===== src/rtl/alu_pkg.sv =====
// alu_pkg: shared opcodes, FSM state type and cycle-count helper for serial_alu.
package alu_pkg;

  localparam logic [2:0] OP_MOV = 3'b000;
  localparam logic [2:0] OP_NOT = 3'b001;
  localparam logic [2:0] OP_ADD = 3'b010;
  localparam logic [2:0] OP_SUB = 3'b011;
  localparam logic [2:0] OP_OR  = 3'b100;
  localparam logic [2:0] OP_AND = 3'b101;

  typedef enum logic [1:0] {
    IDLE = 2'd0,
    RUN  = 2'd1,
    DONE = 2'd2
  } state_t;

  // Number of RUN cycles needed to sweep a full word.
  function automatic int calc_n(input int width, input int digit);
    return width / digit;
  endfunction

endpackage


===== src/rtl/alu_slice.sv =====
// alu_slice: combinational DIGIT-bit ALU slice. Ripples carry across its
// DIGIT bits for ADD/SUB and reports the carry into its top bit so the
// caller can derive signed overflow. Carries are 0 for bitwise/reserved ops.
module alu_slice
  import alu_pkg::*;
#(
  parameter int DIGIT = 1
) (
  input  logic [DIGIT-1:0] a,
  input  logic [DIGIT-1:0] b,
  input  logic             c_in,
  input  logic [2:0]       op,
  output logic [DIGIT-1:0] y,
  output logic             c_out,
  output logic             c_msb
);

  logic [DIGIT-1:0] b_eff;

  // SUB adds the inverted b; the caller supplies c_in=1 for two's complement.
  assign b_eff = (op == OP_SUB) ? ~b : b;

  // Per-op digit result with a rippled carry for the arithmetic ops.
  always_comb begin
    logic c;
    y     = '0;
    c_out = 1'b0;
    c_msb = 1'b0;
    c     = c_in;
    case (op)
      OP_MOV: y = a;
      OP_NOT: y = ~a;
      OP_OR:  y = a | b;
      OP_AND: y = a & b;
      OP_ADD, OP_SUB: begin
        for (int i = 0; i < DIGIT; i++) begin
          if (i == DIGIT - 1) c_msb = c;
          y[i] = a[i] ^ b_eff[i] ^ c;
          c    = (a[i] & b_eff[i]) | (c & (a[i] ^ b_eff[i]));
        end
        c_out = c;
      end
      default: y = '0;
    endcase
  end

endmodule


===== src/rtl/serial_alu.sv =====
// serial_alu: multi-cycle ALU processing WIDTH-bit words DIGIT bits per clock,
// LSB first, through one alu_slice. start/busy/done handshake:
//   start is sampled only while busy=0 (IDLE or DONE); the sampling edge
//   latches a, b, op, c_in. busy is high for the N=WIDTH/DIGIT RUN cycles;
//   done pulses for one cycle after result/c_out load. start during busy is
//   dropped, never queued.
// DIGIT must divide WIDTH with DIGIT < WIDTH.
// Optional build macro SERIAL_ALU_FLAGS_EN adds registered zero/ovf outputs.
module serial_alu
  import alu_pkg::*;
#(
  parameter int WIDTH = 16,
  parameter int DIGIT = 1
) (
  input  logic             clk,
  input  logic             reset,
  input  logic             start,
  input  logic [2:0]       op,
  input  logic [WIDTH-1:0] a,
  input  logic [WIDTH-1:0] b,
  input  logic             c_in,
  output logic             busy,
  output logic             done,
  output logic [WIDTH-1:0] result,
  output logic             c_out,
`ifdef SERIAL_ALU_FLAGS_EN
  output logic             zero,
  output logic             ovf,
`endif
  output logic [1:0]       state_dbg
);

  localparam int N  = calc_n(WIDTH, DIGIT);
  localparam int CW = $clog2(N);

  state_t state, state_next;

  logic [WIDTH-1:0]       a_sh, b_sh;
  logic [2:0]             op_q;
  logic                   carry;
  logic [CW-1:0]          cnt;
  // Holds the digits produced so far, newest at the top; only the upper
  // WIDTH-DIGIT bits need storage since the final digit comes straight
  // from the slice on the completing edge.
  logic [WIDTH-DIGIT-1:0] acc;
  logic [WIDTH-1:0]       acc_next;

  logic [DIGIT-1:0] slice_y;
  logic             slice_co;
  logic             slice_cm;
  logic             accept;
  logic             last;

  alu_slice #(.DIGIT(DIGIT)) u_slice (
    .a     (a_sh[DIGIT-1:0]),
    .b     (b_sh[DIGIT-1:0]),
    .c_in  (carry),
    .op    (op_q),
    .y     (slice_y),
    .c_out (slice_co),
    .c_msb (slice_cm)
  );

  assign accept    = start && (state != RUN);
  assign last      = (state == RUN) && (cnt == CW'(N - 1));
  assign acc_next  = {slice_y, acc};
  assign state_dbg = state;

  // State register.
  always_ff @(posedge clk or posedge reset) begin
    if (reset) state <= IDLE;
    else       state <= state_next;
  end

  // Next-state and handshake outputs.
  always_comb begin
    state_next = state;
    busy       = 1'b0;
    done       = 1'b0;
    case (state)
      IDLE: if (start) state_next = RUN;
      RUN: begin
        busy = 1'b1;
        if (cnt == CW'(N - 1)) state_next = DONE;
      end
      DONE: begin
        done       = 1'b1;
        state_next = start ? RUN : IDLE;
      end
      default: state_next = IDLE;
    endcase
  end

  // Operand capture, digit shifting and result load on the completing edge.
  always_ff @(posedge clk or posedge reset) begin
    if (reset) begin
      a_sh   <= '0;
      b_sh   <= '0;
      op_q   <= '0;
      carry  <= 1'b0;
      cnt    <= '0;
      acc    <= '0;
      result <= '0;
      c_out  <= 1'b0;
    end else if (accept) begin
      a_sh  <= a;
      b_sh  <= b;
      op_q  <= op;
      carry <= c_in;
      cnt   <= '0;
    end else if (state == RUN) begin
      a_sh  <= a_sh >> DIGIT;
      b_sh  <= b_sh >> DIGIT;
      acc   <= acc_next[WIDTH-1:DIGIT];
      carry <= slice_co;
      cnt   <= cnt + CW'(1);
      if (last) begin
        result <= acc_next;
        c_out  <= slice_co;
      end
    end
  end

`ifdef SERIAL_ALU_FLAGS_EN
  // Status flags load alongside result; ovf uses the carry into the MSB
  // seen by the slice during the final RUN cycle.
  always_ff @(posedge clk or posedge reset) begin
    if (reset) begin
      zero <= 1'b0;
      ovf  <= 1'b0;
    end else if (last) begin
      zero <= (acc_next == '0);
      ovf  <= ((op_q == OP_ADD) || (op_q == OP_SUB)) ? (slice_cm ^ slice_co) : 1'b0;
    end
  end
`else
  logic unused_cm;
  assign unused_cm = slice_cm;
`endif

endmodule


===== config.mk =====
export PLATFORM = sky130hd
export DESIGN_NAME = serial_alu
export DESIGN_NICKNAME = d
export VERILOG_FILES = /design/src/rtl/alu_pkg.sv /design/src/rtl/alu_slice.sv /design/src/rtl/serial_alu.sv
export SDC_FILE = /design/constraint.sdc
export NUM_CORES = 1
export LEC_CHECK = 0
export BUFFER_PORTS_ARGS = -buffer_cell sky130_fd_sc_hd__buf_2
export CORE_ASPECT_RATIO = 1.25
export CORE_MARGIN = 1.5
export CORE_UTILIZATION = 55
export DETAILED_ROUTE_END_ITERATION = 8
export GPL_ROUTABILITY_DRIVEN = 0
export HOLD_SLACK_MARGIN = 0.12
export MAX_ROUTING_LAYER = met4
export PLACE_DENSITY_LB_ADDON = 0.3
export REMOVE_ABC_BUFFERS = 1
export SLEW_MARGIN = 20
export SYNTH_ARGS = -nofsm -noshare
export SYNTH_HDL_FRONTEND = slang
export SYNTH_HIERARCHICAL = 1
export SYNTH_SLANG_ARGS = --single-unit

===== constraint.sdc =====
create_clock -name clk -period 3.1 [get_ports clk]
set_input_delay 0.155 -clock clk [delete_from_list [all_inputs] [get_ports clk]]
set_output_delay 0.155 -clock clk [all_outputs]
set_load 0.01 [all_outputs]

# [Yosys cells after proc, flatten, opt, wreduce, memory -nomap -nowiden]
# Index checks and enable logic that the tools add are counted.
[totals] out_inout_bits=21 reg_bits=74 elab_cells=57 inputBits=39
[classes] reduce_logical=9 add_sub_neg=1 mux=17 bitwise=10 n_eq_ne=11
[op_table] cell="$mux W16" n=4
[op_table] cell="$mux W4" n=2
[op_table] cell="$mux W1" n=7
[op_table] cell="$eq A3 B2 Y1 const B" n=2
[op_table] cell="$eq A3 B3 Y1 const B" n=2
[op_table] cell="$pmux W2 S3" n=1
[op_table] cell="$pmux W1 S5" n=1
[op_table] cell="$add A4 B1 Y4 const B" n=1
[op_table] cell="$eq A4 B4 Y1 const B" n=1
[op_table] cell="$mux W2" n=2
[op_table] cell="$ne A2 B2 Y1 const B" n=2
[op_table] cell="$reduce_and A2 Y1" n=2
[op_table] cell="$and A1 B1 Y1" n=3
[op_table] cell="$eq A3 B1 Y1 const B" n=1
[op_table] cell="$logic_not A3 Y1" n=1
[op_table] cell="$not A1 Y1" n=3
[op_table] cell="$reduce_and A3 Y1" n=1
[op_table] cell="$eq A2 B1 Y1 const B" n=1
[op_table] cell="$eq A2 B2 Y1 const B" n=1
[op_table] cell="$logic_and A1 B1 Y1" n=2
[op_table] cell="$logic_not A2 Y1" n=1
[op_table] cell="$ne A2 B1 Y1 const B" n=1
[op_table] cell="$or A1 B1 Y1" n=2
[op_table] cell="$reduce_bool A2 Y1" n=1
[op_table] cell="other kinds (2)" n=3

# [Longest topological paths before layout]
# Gate-level depths: netlist (run 1).
[logic_depth] ltp_word=8 ltp_mapped=7

# [Hierarchy]
# The synthesis (run 1) kept the hierarchy.
[by_module_without_submodules] module="serial_alu" area_each_um2=3135.5 instances=1 cells_per_inst=274
[by_module_without_submodules] module="alu_slice" area_each_um2=92.6 instances=1 cells_per_inst=13

# [Worst setup path after synthesis (run 1)]
# OpenSTA, ideal clock, no wires.
[synth_timing] path_kind="register to register" startpoint="reg op_q[2]" endpoint="reg result[15]" required_time_ns=2.975 stages_incl_launch_ff=6 t_arrival_ns=1.564 slack_ns=1.411 n_path_buf=0 path_cell_list="dfrtp_1 nand3b_1 xor2_1 fa_1 o221ai_1 mux2_4"
[synth_between] elab_chain_cells=5 word_cells_on_any_way=11 classes_between="eq/ne: 5; mux: 2; bitwise: 2; reduce/logical: 2"
[synth_lines] element="start, declared" line_no="serial_alu.sv:39" source="logic [2:0] op_q;"
[synth_lines] element="start signal, assigned" line_no="serial_alu.sv:108" source="op_q <= op;"
[synth_lines] element="$eq A3 B2 Y1"
[synth_lines] element="$mux W1" line_no="alu_slice.sv:21" source="assign b_eff = (op == OP_SUB) ? ~b : b;"
[synth_lines] element="$xor A1 B1 Y1 (2 in a row)" line_no="alu_slice.sv:38" source="y[i] = a[i] ^ b_eff[i] ^ c;"
[synth_lines] element="$pmux W1 S5 (*)" line_no="alu_slice.sv:30" source="case (op)"
[synth_lines] element="net slice_y" line_no="serial_alu.sv:48" source="logic [DIGIT-1:0] slice_y;"
[synth_lines] element="end signal, assigned" line_no="serial_alu.sv:118" source="result <= acc_next;"
[synth_lines] element="end, declared" line_no="serial_alu.sv:24" source="output logic [WIDTH-1:0] result,"
# Mark *: on every way through the listed nets, which the timed path passes. The rest lies on a longest branch.
# A chain may end at the register's enable or synchronous reset.

# [Worst setup path in the final report (run 1)]
[layout_timing] startpoint="reg state[1], in the netlist state_dbg[1]" endpoint="out busy"
[layout_between] elab_chain_cells=2
[layout_lines] element="start, declared" line_no="serial_alu.sv:36" source="state_t state, state_next;"
[layout_lines] element="start signal, assigned" line_no="serial_alu.sv:72" source="else state <= state_next;"
[layout_lines] element="$eq A2 B1 Y1" line_no="serial_alu.sv:80" source="case (state)"
[layout_lines] element="$mux W1" line_no="serial_alu.sv:80"
[layout_lines] element="end, declared" line_no="serial_alu.sv:22" source="output logic busy,"
# Every way passes these cells.

==> Implementation_results.wiki, run 1 <==
{| class="wikitable"
! Metric !! Value
|-
| Initial Util || a little under three fifths
|-
| Arrival time worst endpoint || around 1.9 ns
|-
| TritonCTS clock tree || yes
|-
| Area of the placeable core || between 0.005 and 0.006 mm²
|-
| Switching power total || about 0.0012 W
|-
| Portion of total power attributed to sequential cells || 45.5%
|-
| Port Buf Inserts || between 50 and 60
|-
| Number of global-route vias before repair || approximately 2200
|-
| Critical Path RT || approximately 2.9 ns
|-
| Worst slew slack as a fraction of its limit || about two fifths
|-
| H-tree depth reported by CTS || 3
|-
| Final critical delay including setup and external delays || 2.03 ns
|-
| Layout Area Growth over Synthesis || 23.7%
|-
| Net count reported at finish || around 400
|-
| DP HPWL || 3650 µm
|-
| Clock insertion delay at the later pin of the skew report || between 0.3 and 0.4 ns
|-
| Cell area after placement || between 0.003 and 0.004 mm²
|-
| Number of vias in the routed layout || ~2300
|-
| Setup TNS || 0 ns
|-
| X dimension of the die || slightly above 70 µm
|-
| Leakage Power || around 2.1 nW
|-
| Max-slew violation total from the final report || 0
|-
| Total number of placement rows || 31
|-
| Fraction of final layout cells with drive strength greater than 1 || ~28%
|-
| Combinational group share of total power || 32.4%
|-
| Period utilisation layout || approximately two thirds
|-
| Hold-fix buffers at CTS || 24
|-
| Relative contribution of the clock network to total power || between 20% and 30%
|-
| Worst clock skew || between 0.006 and 0.007 ns
|-
| Status || complete, but fails checks
|-
| Overall power of the completed layout || about 0.0034 W
|-
| Max Fclk || 494 MHz
|-
| Number of instances in the synthesized netlist || 286
|-
| Hold WC Path Type || in2reg
|-
| Number of diodes || 0
|-
| Post-detailed-routing wire length || roughly 5700 µm
|-
| Hold Vio Cnt, Final || 0
|-
| DRC violations left || 5
|-
| Maximum cell stage delay along the critical path || around 0.43 ns
|-
| Number of warnings printed during yosys synthesis || 6
|-
| Cell class contributing the biggest share of worst-path delay || buffers and inverters
|-
| Highest fanout seen on the critical path || 50
|-
| Switching part of the total power || 34.1%
|-
| Post-route design area || 0.00399 mm²
|-
| Number of nets still failing antenna checks after routing || 0
|-
| Capturing element type of the critical path || primary output
|-
| Detailed-routed wire length on met2 || between 2000 and 3000 µm
|-
| Final core utilization || 69.5%
|-
| Initial DRT Pass Iterations || 6
|-
| Count of final setup violators || 0
|-
| Element type at the critical path start || flip-flop
|-
| CTS Root Cell || clkbuf_8
|-
| Cells traversed along the worst timing path || nand2b_1 -> inv_4 -> buf_4 -> buf_2
|-
| Met3 Routed Length || between 150 and 200 µm
|-
| Sink Count || between 70 and 80
|-
| Clock-pin slew reported for the worst setup and hold paths after clock tree synthesis || approximately 0.07 ns
|-
| CTS Buf Count || 9
|-
| PD cells || ~860 mW/mm²
|-
| Area of all sequential standard cells || about 0.0019 mm²
|-
| Count of filler cells inserted in the layout || 438
|-
| Post-route met1 wirelength || approximately 2600 µm
|-
| Cell Int Power || about 0.0023 W
|-
| Buffer levels on the longest clock path || 2
|-
| Routed wire length per instance || roughly 13 µm
|-
| Peak VDD IR || 0.000395 V
|-
| Violated checks || design-rule violations
|-
| Crit path kind || reg2out
|-
| Buffers & Inverters on Critical Path || 3
|-
| Post-synth design cell area || roughly 0.0032 mm²
|-
| Total Routing Usage GR || 21.2%
|-
| Average size of a mapped cell || roughly 11 µm²
|-
| Number of resized instances in the post-cts repair step || 0
|-
| Total global routing overflow || 0
|-
| Floorplan die height || about 89 µm
|-
| Top-level port count || 60
|-
| Initial antenna violation count || 0
|-
| Maximum Capacitance Violations || 0
|-
| DR top layer || met4
|-
| Largest net degree at the start of global routing || 75
|-
| Slew at the pin with the worst max-slew slack || slightly below 0.9 ns
|-
| Die outline area || 0.00633 mm²
|-
| RSZ-0062 raised after global routing || no
|-
| Multi-input gate area || 0.00126 mm²
|-
| Slowest stage cell, crit path || buf_4
|-
| 1st-iter DRT viols || 95
|-
| Via density || 5.18
|-
| Total setup buffers inserted after CTS || 0
|-
| Wire length of the first global-routing pass || just over 10000 µm
|}
area by class of cell:
type                            count  share of cell area [%]
Inverter                            4                   0.439
Clock buffer                       13                    4.24
Multi-Input combinational cell    191                    31.5
Sequential cell                    74                    46.4
Clock inverter                      2                   0.879
Timing Repair Buffer               88                    14.4
Tap cell                           66                    2.07
layout by cell type, fill, tap and decap left out, types with 5 or more instances in the layout:
master / count
dlygate4sd3_1: 25
nand2_1: 80
mux2_2: 14
nor2_1: 5
o21ai_0: 32
mux2_4: 9
buf_2: 59
dfrtp_1: 74
clkbuf_8: 12
mux2i_1: 35
flip-flops by register name, indices dropped and copies added (netlist names):
name / flops
a_sh: 16
acc: 15
b_sh: 16
c_out: 1
carry: 1
cnt: 4
op_q: 3
result: 16
state_dbg: 2
power groups by stage:
stage               Sequential, W  Clock [W]  Combinational, W
floorplan                 0.00157          0          0.000745
global placement          0.00157          0           0.00106
detailed placement        0.00159          0           0.00110
CTS                       0.00157   0.000780           0.00113
global route              0.00162   0.000813           0.00129
finish                    0.00157   0.000762           0.00111
tightest hold or removal path, delay by kind of cell:
family	cells	cell delay (ns)
muxes	1	0.05
AOI/OAI and AO/OA	1	0.13
buffers and inverters	1	0.08
per-layer routing:
layer,vias up,track usage [%]
li1,1121,-
met1,1098,25.7
met2,44,35.0
met3,7,3.42
met4,0,10.3
met5,-,-
path summary, 6_finish.rpt:
check	start	end	slack, ns	depth (start not counted)
worst max-delay path	state_dbg[1]	busy	1.08	4
worst max register to register	state_dbg[1]	result[14]	1.24	4
max in group asynchronous	reset	result[8]	1.89	4
worst min register to register	a_sh[5]	a_sh[4]	0.48	2
worst min-delay path	b[0]	b_sh[0]	0.12	3
min in group asynchronous	reset	result[13]	0.64	4
stage by stage:
step	std cells	hold WS [ns]	worst slack, ns
3_5_place_dp	398	0.391	1.23
6_report	438	0.125	1.08
3_3_place_gp	398	0.389	1.30
5_1_grt	438	0.134	0.931
4_1_cts	437	0.121	1.06
2_1_floorplan	269	0.305	0.811
(Power assumes the default switching activity.)
==> run 2, diff against run 1 <==
==> constraint.sdc (replaced) <==
create_clock -name clk -period 2 [get_ports clk]
set_input_delay 0.1 -clock clk [delete_from_list [all_inputs] [get_ports clk]]
set_output_delay 0.1 -clock clk [all_outputs]
set_load 0.01 [all_outputs]
==> Implementation_results.wiki, run 2 (synthesis gave the netlist of run 1 again) <==
{| class="wikitable"
! Metric !! Value
|-
| CTS Root Cell || clkbuf_8 (unchanged)
|-
| Number of global-route vias before repair || 2293 (was 2229)
|-
| Worst slew slack as a fraction of its limit || 54.8% (was 40.4%)
|-
| Count of filler cells inserted in the layout || 404 (was 438)
|-
| Most common cell after layout, fill and taps aside || nand2_1 (unchanged)
|-
| Worst clock skew || 0.00617 ns (was 0.00623 ns)
|-
| Wire length of the first global-routing pass || 10500 µm (was 10100 µm)
|-
| Hold-fix buffers at CTS || 37 (was 24)
|-
| Layout Area Growth over Synthesis || 28.4% (was 23.7%)
|-
| Total global routing overflow || 0 (unchanged)
|-
| Slew at the pin with the worst max-slew slack || 0.677 ns (was 0.893 ns)
|-
| Multi-input gate area || 0.00126 mm² (unchanged)
|-
| Max-slew violation total from the final report || 0 (unchanged)
|-
| Number of vias in the routed layout || 2361 (was 2270)
|-
| Total Routing Usage GR || 22.2% (was 21.2%)
|-
| Port Buf Inserts || 59 (unchanged)
|-
| Max Fclk || 564 MHz
|-
| Final core utilization || 72.1% (was 69.5%)
|-
| TritonCTS clock tree || yes (unchanged)
|-
| Initial antenna violation count || 0 (unchanged)
|-
| Min setup slack post-route || 0.228 ns (was 1.08 ns)
|-
| Element type at the critical path start || flip-flop (unchanged)
|-
| Post-detailed-routing wire length || 6250 µm (was 5730 µm)
|-
| Routed wire length per instance || 13.8 µm (was 13.1 µm)
|-
| Status || complete, but fails checks (unchanged)
|-
| RSZ-0062 raised after global routing || no (unchanged)
|-
| Top-level port count || 60 (unchanged)
|-
| Largest registers in the final layout || a_sh x16, b_sh x16, result x16 (unchanged)
|-
| H-tree depth reported by CTS || 3 (unchanged)
|-
| DRC violations left || 4 (was 5)
|-
| Initial Util || 56.2% (unchanged)
|-
| Setup slack after placement || 0.246 ns (was 1.23 ns)
|-
| Via density || 5.22 (was 5.18)
|-
| Number of resized instances in the post-cts repair step || 0 (unchanged)
|-
| Largest net degree at the start of global routing || 45 (was 75)
|-
| Number of nets still failing antenna checks after routing || 0 (unchanged)
|-
| Hold WC Path Type || in2reg (unchanged)
|-
| Highest fanout seen on the critical path || 5 (was 50)
|-
| Capturing element type of the critical path || flip-flop (was primary output)
|-
| Clock insertion delay at the later pin of the skew report || 0.34 ns (about the same)
|-
| Fraction of final layout cells with drive strength greater than 1 || 27.7% (was 28.0%)
|-
| Crit path kind || reg2reg (was reg2out)
|-
| X dimension of the die || 71.5 µm (unchanged)
|-
| Floorplan die height || 88.6 µm (unchanged)
|-
| Sink Count || 74 (unchanged)
|-
| Peak VDD IR || 0.000734 V (was 0.000395 V)
|-
| Clock-pin slew reported for the worst setup and hold paths after clock tree synthesis || 0.07 ns (about the same)
|-
| 1st-iter DRT viols || 145 (was 95)
|-
| Arrival time worst endpoint || 2.00 ns (was 1.87 ns)
|-
| Violated checks || design-rule violations (unchanged)
|-
| Maximum Capacitance Violations || 0 (unchanged)
|-
| Area of the placeable core || 0.00574 mm² (unchanged)
|-
| Area of all sequential standard cells || 0.00185 mm² (unchanged)
|-
| Critical Path RT || 2.23 ns (was 2.94 ns)
|-
| Count of final setup violators || 0 (unchanged)
|-
| Commonest non-fill, non-tap cells in the layout || nand2_1 (80), dfrtp_1 (74), buf_2 (59) (unchanged)
|-
| DP HPWL || 3720 µm (was 3650 µm)
|-
| Net count reported at finish || 422 (was 409)
|-
| Leakage Power || 2.12 nW (was 2.06 nW)
|-
| Number of diodes || 0 (unchanged)
|-
| Hold Vio Cnt, Final || 0 (unchanged)
|-
| Buffer levels on the longest clock path || 2 (unchanged)
|-
| Die outline area || 0.00633 mm² (unchanged)
|-
| CTS Buf Count || 9 (unchanged)
|-
| PD cells || 1310 mW/mm² (was 864 mW/mm²)
|-
| Period utilisation layout || roughly nine tenths
|-
| Total number of placement rows || 31 (unchanged)
|-
| Initial DRT Pass Iterations || 6 (unchanged)
|-
| Final critical delay including setup and external delays || between 1.5 and 2 ns
|-
| Total setup buffers inserted after CTS || 0 (unchanged)
|}
==> run 2: changes by cell type in the layout (fill, tap and decap cells not counted) <==
cell / previous run / this run
buf_12: 0 / 2
clkbuf_8: 12 / 11
clkbuf_1: 1 / 0
dlygate4sd3_1: 25 / 37
clkinvlp_4: 0 / 1
buf_4: 4 / 3
clkinv_2: 1 / 3
==> run 2: power breakdown <==
part	internal [W]	leakage (nW)	switching (W)	total, W
combinational	0.000826	1.05	0.000999	0.00182
clock	0.000638	0.105	0.000539	0.00118
sequential	0.00206	0.964	0.000364	0.00242
total	0.00352	2.12	0.00190	0.00543
==> run 2: final cells by class <==
class | instances | share of cell area (%)
multi-input cells | 191 | 30.3
clock buffers | 11 | 3.66
repair buffers | 101 | 17.6
inverters | 4 | 0.423
well taps | 66 | 1.99
flip-flops and latches | 74 | 44.7
clock inverters | 5 | 1.27
==> run 2: final timing paths <==
path / startpoint / to / slack, ns / cells after the start
worst max register to register: op_q[2] / result[15] / 0.23 / 5
worst min register to register: a_sh[15] / a_sh[14] / 0.48 / 2
max in group asynchronous: reset / acc[4] / 0.91 / 4
worst min-delay path: start / carry / 0.30 / 3
worst max-delay path: op_q[2] / result[15] / 0.23 / 5
min in group asynchronous: reset / a_sh[1] / 0.43 / 3
==> run 2: per-layer routing <==
metal	routed length [µm]	share of wire, %	track usage, %
met5	0	0	-
met4	134	2.1	9.61
met3	231	3.7	3.53
met2	3090	49	37.1
met1	2790	45	26.7
==> run 2: worst max-delay path, stage by stage, from the launching register on <==
cell and delay [ns]:
dfrtp_1 0.41, nand3b_1 0.18, xor2_1 0.16, fa_1 0.49, o221ai_1 0.14, mux2_4 0.27
==> run 2: through the flow <==
stage	hold WS (ns)	TNS, ns	total power [W]	area (µm²)	std cells
after floorplan	0.250	-4.56	0.00359	3130	269
after global placement	0.233	0	0.00412	3570	399
after detailed placement	0.236	0	0.00421	3570	399
after CTS	0.303	0	0.00544	4140	452
after global routing	0.329	0	0.00583	4140	452
final	0.304	0	0.00543	4140	452
